$ cat src/rtl/line_mem_scheduler_if.sv
// rtl/line_mem_scheduler_if.sv - I-cache, D-cache and adapter line signals shared by the scheduler.
interface line_mem_scheduler_if;
  logic         i_read;
  logic [31:0]  i_addr;
  logic         i_resp;
  logic [255:0] i_rdata;
  logic         d_read;
  logic         d_write;
  logic [31:0]  d_addr;
  logic [255:0] d_wdata;
  logic         d_resp;
  logic [255:0] d_rdata;
  logic         m_read;
  logic         m_write;
  logic [31:0]  m_addr;
  logic [255:0] m_wdata;
  logic         m_resp;
  logic [255:0] m_rdata;
  logic [1:0]   grant;

  modport slave (
    input  i_read, i_addr, d_read, d_write, d_addr, d_wdata, m_resp, m_rdata,
    output i_resp, i_rdata, d_resp, d_rdata, m_read, m_write, m_addr, m_wdata, grant
  );

  modport master (
    output i_read, i_addr, d_read, d_write, d_addr, d_wdata, m_resp, m_rdata,
    input  i_resp, i_rdata, d_resp, d_rdata, m_read, m_write, m_addr, m_wdata, grant
  );
endinterface

$ cat src/rtl/line_mem_scheduler.sv
// rtl/line_mem_scheduler.sv - D-priority line port arbiter with I-cache anti-starvation.
module line_mem_scheduler #(
  parameter int STARVE_LIMIT = 4
) (
  input logic                 clk,
  input logic                 reset_n,
  line_mem_scheduler_if.slave bus
);

  typedef enum logic [2:0] {IDLE, BUSY_I, BUSY_D, DONE, GAP} state_t;

  state_t       r_state, w_next;
  logic [3:0]   r_skip;
  logic         r_m_read, r_m_write, r_i_resp, r_d_resp;
  logic [31:0]  r_m_addr;
  logic [255:0] r_m_wdata, r_i_rdata, r_d_rdata;
  logic [1:0]   r_grant;
  logic         w_d_win, w_i_win;

  assign w_d_win = (bus.d_read | bus.d_write) &&
                   !(bus.i_read && (r_skip >= 4'(STARVE_LIMIT)));
  assign w_i_win = !w_d_win && bus.i_read;

  always_comb begin
    w_next = r_state;
    case (r_state)
      IDLE:           if (w_d_win) w_next = BUSY_D;
                      else if (w_i_win) w_next = BUSY_I;
      BUSY_I, BUSY_D: if (bus.m_resp) w_next = DONE;
      DONE:           w_next = GAP;
      GAP:            w_next = IDLE;
      default:        w_next = IDLE;
    endcase
  end

  always_ff @(posedge clk) begin
    if (!reset_n) r_state <= IDLE;
    else          r_state <= w_next;
  end

  always_ff @(posedge clk) begin
    if (!reset_n) begin
      r_skip    <= '0;
      r_m_read  <= 1'b0;
      r_m_write <= 1'b0;
      r_m_addr  <= '0;
      r_m_wdata <= '0;
      r_i_resp  <= 1'b0;
      r_d_resp  <= 1'b0;
      r_i_rdata <= '0;
      r_d_rdata <= '0;
      r_grant   <= 2'b00;
    end else begin
      case (r_state)
        IDLE: begin
          if (w_d_win) begin
            // a write-back wins over a read when the D-cache raises both
            r_m_write <= bus.d_write;
            r_m_read  <= !bus.d_write;
            r_m_addr  <= bus.d_addr & ~32'h1F;
            r_m_wdata <= bus.d_wdata;
            r_grant   <= 2'b10;
            if (!bus.i_read)        r_skip <= '0;
            else if (r_skip != 4'hF) r_skip <= r_skip + 4'd1;
          end else if (w_i_win) begin
            r_m_read  <= 1'b1;
            r_m_write <= 1'b0;
            r_m_addr  <= bus.i_addr & ~32'h1F;
            r_m_wdata <= '0;
            r_grant   <= 2'b01;
            r_skip    <= '0;
          end
        end
        BUSY_I, BUSY_D: begin
          if (bus.m_resp) begin
            r_m_read  <= 1'b0;
            r_m_write <= 1'b0;
            if (r_state == BUSY_I) begin
              r_i_resp  <= 1'b1;
              r_i_rdata <= bus.m_rdata;
            end else begin
              r_d_resp  <= 1'b1;
              r_d_rdata <= bus.m_rdata;
            end
          end
        end
        DONE: begin
          r_i_resp <= 1'b0;
          r_d_resp <= 1'b0;
          r_grant  <= 2'b00;
        end
        default: ;
      endcase
    end
  end

  assign bus.m_read  = r_m_read;
  assign bus.m_write = r_m_write;
  assign bus.m_addr  = r_m_addr;
  assign bus.m_wdata = r_m_wdata;
  assign bus.i_resp  = r_i_resp;
  assign bus.i_rdata = r_i_rdata;
  assign bus.d_resp  = r_d_resp;
  assign bus.d_rdata = r_d_rdata;
  assign bus.grant   = r_grant;

endmodule

$ cat src/flat_wrapper.sv
// flat-port wrapper written by rule: the top's interface ports become plain ports
module line_mem_scheduler_flat 
#(
  parameter int STARVE_LIMIT = 4
)
  (clk, reset_n, bus_i_read, bus_i_addr, bus_d_read, bus_d_write, bus_d_addr, bus_d_wdata, bus_m_resp, bus_m_rdata, bus_i_resp, bus_i_rdata, bus_d_resp, bus_d_rdata, bus_m_read, bus_m_write, bus_m_addr, bus_m_wdata, bus_grant);
  line_mem_scheduler_if bus_i ();
  input logic clk;
  input logic reset_n;
  input wire logic [$bits(bus_i.i_read)-1:0] bus_i_read;
  input wire logic [$bits(bus_i.i_addr)-1:0] bus_i_addr;
  input wire logic [$bits(bus_i.d_read)-1:0] bus_d_read;
  input wire logic [$bits(bus_i.d_write)-1:0] bus_d_write;
  input wire logic [$bits(bus_i.d_addr)-1:0] bus_d_addr;
  input wire logic [$bits(bus_i.d_wdata)-1:0] bus_d_wdata;
  input wire logic [$bits(bus_i.m_resp)-1:0] bus_m_resp;
  input wire logic [$bits(bus_i.m_rdata)-1:0] bus_m_rdata;
  output wire logic [$bits(bus_i.i_resp)-1:0] bus_i_resp;
  output wire logic [$bits(bus_i.i_rdata)-1:0] bus_i_rdata;
  output wire logic [$bits(bus_i.d_resp)-1:0] bus_d_resp;
  output wire logic [$bits(bus_i.d_rdata)-1:0] bus_d_rdata;
  output wire logic [$bits(bus_i.m_read)-1:0] bus_m_read;
  output wire logic [$bits(bus_i.m_write)-1:0] bus_m_write;
  output wire logic [$bits(bus_i.m_addr)-1:0] bus_m_addr;
  output wire logic [$bits(bus_i.m_wdata)-1:0] bus_m_wdata;
  output wire logic [$bits(bus_i.grant)-1:0] bus_grant;
  assign bus_i.i_read = bus_i_read;
  assign bus_i.i_addr = bus_i_addr;
  assign bus_i.d_read = bus_d_read;
  assign bus_i.d_write = bus_d_write;
  assign bus_i.d_addr = bus_d_addr;
  assign bus_i.d_wdata = bus_d_wdata;
  assign bus_i.m_resp = bus_m_resp;
  assign bus_i.m_rdata = bus_m_rdata;
  assign bus_i_resp = bus_i.i_resp;
  assign bus_i_rdata = bus_i.i_rdata;
  assign bus_d_resp = bus_i.d_resp;
  assign bus_d_rdata = bus_i.d_rdata;
  assign bus_m_read = bus_i.m_read;
  assign bus_m_write = bus_i.m_write;
  assign bus_m_addr = bus_i.m_addr;
  assign bus_m_wdata = bus_i.m_wdata;
  assign bus_grant = bus_i.grant;
  line_mem_scheduler #(.STARVE_LIMIT(STARVE_LIMIT)) u_core (.clk(clk), .reset_n(reset_n), .bus(bus_i));
endmodule
$ cat config.mk
export PLATFORM = sky130hd
export DESIGN_NAME = line_mem_scheduler_flat
export DESIGN_NICKNAME = d
export VERILOG_FILES = /design/src/rtl/line_mem_scheduler_if.sv /design/src/rtl/line_mem_scheduler.sv /design/src/flat_wrapper.sv
export SDC_FILE = /design/constraint.sdc
export NUM_CORES = 2
export LEC_CHECK = 0
export ABC_AREA = 1
export CORE_AREA = 4 4 535 537
export DETAILED_ROUTE_END_ITERATION = 16
export DIE_AREA = 0 0 539 541
export PLACE_DENSITY = 0.36
export SLEW_MARGIN = 20
export SYNTH_ARGS = -nofsm -noshare
export SYNTH_HDL_FRONTEND = slang
export SYNTH_SLANG_ARGS = --single-unit
$ cat constraint.sdc
create_clock -name clk -period 1.6 [get_ports clk]
set_input_delay 0.32 -clock clk [delete_from_list [all_inputs] [get_ports clk]]
set_output_delay 0.32 -clock clk [all_outputs]
set_load 0.1 [all_outputs]
==> metrics.cfg <==
[clock_network]
cts_inserted_buffers = 112
cts_tree = done
path_clk_slew_ps = 60
cts.sinks = 808
clock_latency_ps = 840
cts-htree-levels = 3
root_buffer = clkbuf_16
cts_max_path_buffers = 4

[route]
dr.pass1.iters = 5
vias_per_cell = 3.63
postRouteAntennaNets = 0
vias = 33600
drt_wl_total_mm = 239
drc = 0
drt-initial-drc-count = 1745
routedWlPerCell_um = 25.8

[global_routing]
grtUsageTotal = 0.149
antenna_found_initial = 125
grt_pass1_wl_mm = 299
gr-total-overflow = 0
grt_max_degree = 60
grt_pass1_vias = 32300

[place]
gp_congestion = 0.888
dp_slack_ps = -1260
placed_area_um2 = 56700
place_hpwl_mm = 180
io_buffers = 1372

[yosys]
syn_avg_cell_area_um2 = 7.93
yosys_warnings = 0
yosysTopAreaCell = dfxtp_1
syn_inst = 3638
synth_area_um2 = 28900
netlist_top_cells_area = dfxtp_1 56%, a21oi_1 9.5%, nor2_1 7.1%
synthDistinctLibCells = 27
ys_seq_elements = 808
ys_seq_area_frac = 0.560
yosysTopAreaCellShare = 0.560

[run_status]
outcome = complete, but fails checks
failed_checks = setup timing

[finish]
fillCellCount = 29900
final_area_um2 = 70800
final_nets = 5992
area_delta_synth_final_pct = 145
final_util = 0.251
drive_gt1_frac = 0.500

[sta]
hold_violations = 0
slew_headroom = 0.618
final-max-slew-violation-count = 0
worst_pin_slew_ps = 572
setup_viol = 1484
period_minus_slack_ps = 1800
period_share = 1.13
worst_clock_skew_ps = 55.6
setup_slack_ps = -204
rsz0062_at_grt = true
timing.hold.ws_ps = 92.6
max_freq_mhz = 554

[power_and_ir_drop]
p_leak_nw = 26.7
peakVddDrop_uv = 1130
powerDensity_nw_per_um2 = 2240

[setup_path]
slowest_delay_ps = 330
worstReg2RegEnd = u_core.bus.d_rdata[26]
critPathKind = register to primary output
crit_path_end = bus_m_addr[25]
cpMaxStageDelayCell = dfxtp_2
cp_cell_sequence = buf_8 -> buf_12
cp_max_fo = 2
reg2reg_from = u_core.r_state[1]
r2r_slack_ps = -190
end_kind = primary output
start_kind = register
worst_ep_required_time_ps = 1280
cp_data_arrival_time_ps = 1480
startpoint = u_core.bus.m_addr[25]
worst-r2r-cell-count = 10

[hold_path]
hold_path_class = input port to register

[run]
drv_cap = 0

[floorplanning]
rows = 195
core_um2 = 282000
die_h_um = 541
die_w_um = 539
initial_core_util = 0.103
ios = 1388
dieArea_um2 = 292000

worst max-delay path, delay by kind of cell, from the launching register on:
kind	cells	cell delay, ps
buffers and inverters	2	340
flip-flops	1	330
kinds of logic after synthesis:
family          count (synthesis)  synth area share
simple gates                 1164             0.165
compound gates               1090             0.189
flops                         808             0.560
buf+inv                       574            0.0845
fa+ha+maj                       1          0.000433
other cells                     1          0.000130
cell usage after synthesis, drive strengths merged:
library cell,count
a21boi,1
a21oi,547
and3,1
buf,194
clkbuf,108
conb,1
dfxtp,808
ha,1
inv,272
nand2,344
nand3,265
nand4,2
nor2,551
o21ai,542
or2,1
timing repair:
| item | in CTS | in global routing |
|---|---|---|
| hold endpoints to repair | 30 | 0 |
| cloned | 59 | 77 |
| resized for setup | 790 | 1319 |
| setup endpoints to repair | 1582 | 1595 |
| buffers inserted | 70 | 151 |
| pin swaps | 136 | 126 |
| hold buffers | 28 | 0 |
per-layer routing:
| layer | wire length [um] | share of wire | GRT usage |
|---|---|---|---|
| met1 | 91900 | 0.38 | 0.166 |
| met2 | 110000 | 0.46 | 0.245 |
| met3 | 29900 | 0.12 | 0.0860 |
| met4 | 6590 | 0.028 | 0.0327 |
| met5 | 682 | 0.0029 | 0 |
registers in the layout (all words and copies together) (netlist names):
| name | count |
|---|---|
| u_core.r_state | 3 |
| u_core.bus.i_rdata | 256 |
| u_core.bus.m_wdata | 256 |
| u_core.r_skip | 4 |
| u_core.bus.d_resp | 1 |
| u_core.bus.m_addr | 27 |
| u_core.bus.m_read | 1 |
| u_core.bus.i_resp | 1 |
| u_core.bus.d_rdata | 256 |
| u_core.bus.grant | 2 |
| u_core.bus.m_write | 1 |
stage by stage:
stage	total power, W	setup TNS [ps]	std cells
CTS	0.148	-272520	9047
global placement	0.115	-415280	8692
global route	0.164	-233530	9243
finish	0.158	-106300	9265
detailed placement	0.115	-423690	8692
floorplan	0.0765	0	3642
layout make-up:
type / instances / area, um^2 / area share
sequential: 808 / 17700 / 0.250
tap: 3743 / 4680 / 0.0662
multi-input combinational: 2261 / 13100 / 0.185
clock inverter: 31 / 458 / 0.00647
antenna: 26 / 65.1 / 0.000920
clock buffer: 170 / 3310 / 0.0468
timing repair buffer: 1954 / 30500 / 0.430
inverter: 272 / 1070 / 0.0151
placed cells by master (no fill, tap or decap), types with 175 or more instances in the layout:
master	count
a21oi_1	461
nor2_1	393
clkdlybuf4s50_1	570
nand3_1	235
inv_1	265
buf_4	228
o21ai_2	192
nand2_1	295
clkbuf_16	175
o21ai_1	203
buf_12	920
dfxtp_2	397
dfxtp_4	262
power breakdown:
part | switching (W) | internal (W)
clock network | 0.0103 | 0.0157
registers | 0.00654 | 0.0267
logic | 0.0611 | 0.0382
total | 0.0779 | 0.0805
worst min path at each step:
stage,from,slack (ps),end,cells after the start
after global routing,bus_d_wdata[213],40,u_core.bus.m_wdata[213],3
after CTS,bus_d_wdata[175],0.1,u_core.bus.m_wdata[175],3
final,bus_d_wdata[16],90,u_core.bus.m_wdata[16],3
after detailed placement,u_core.r_skip[3],450,u_core.r_skip[3],2
after floorplan,u_core.r_skip[3],430,u_core.r_skip[3],2
after global placement,u_core.r_skip[3],440,u_core.r_skip[3],2
Power figures use the tool's default switching activity.
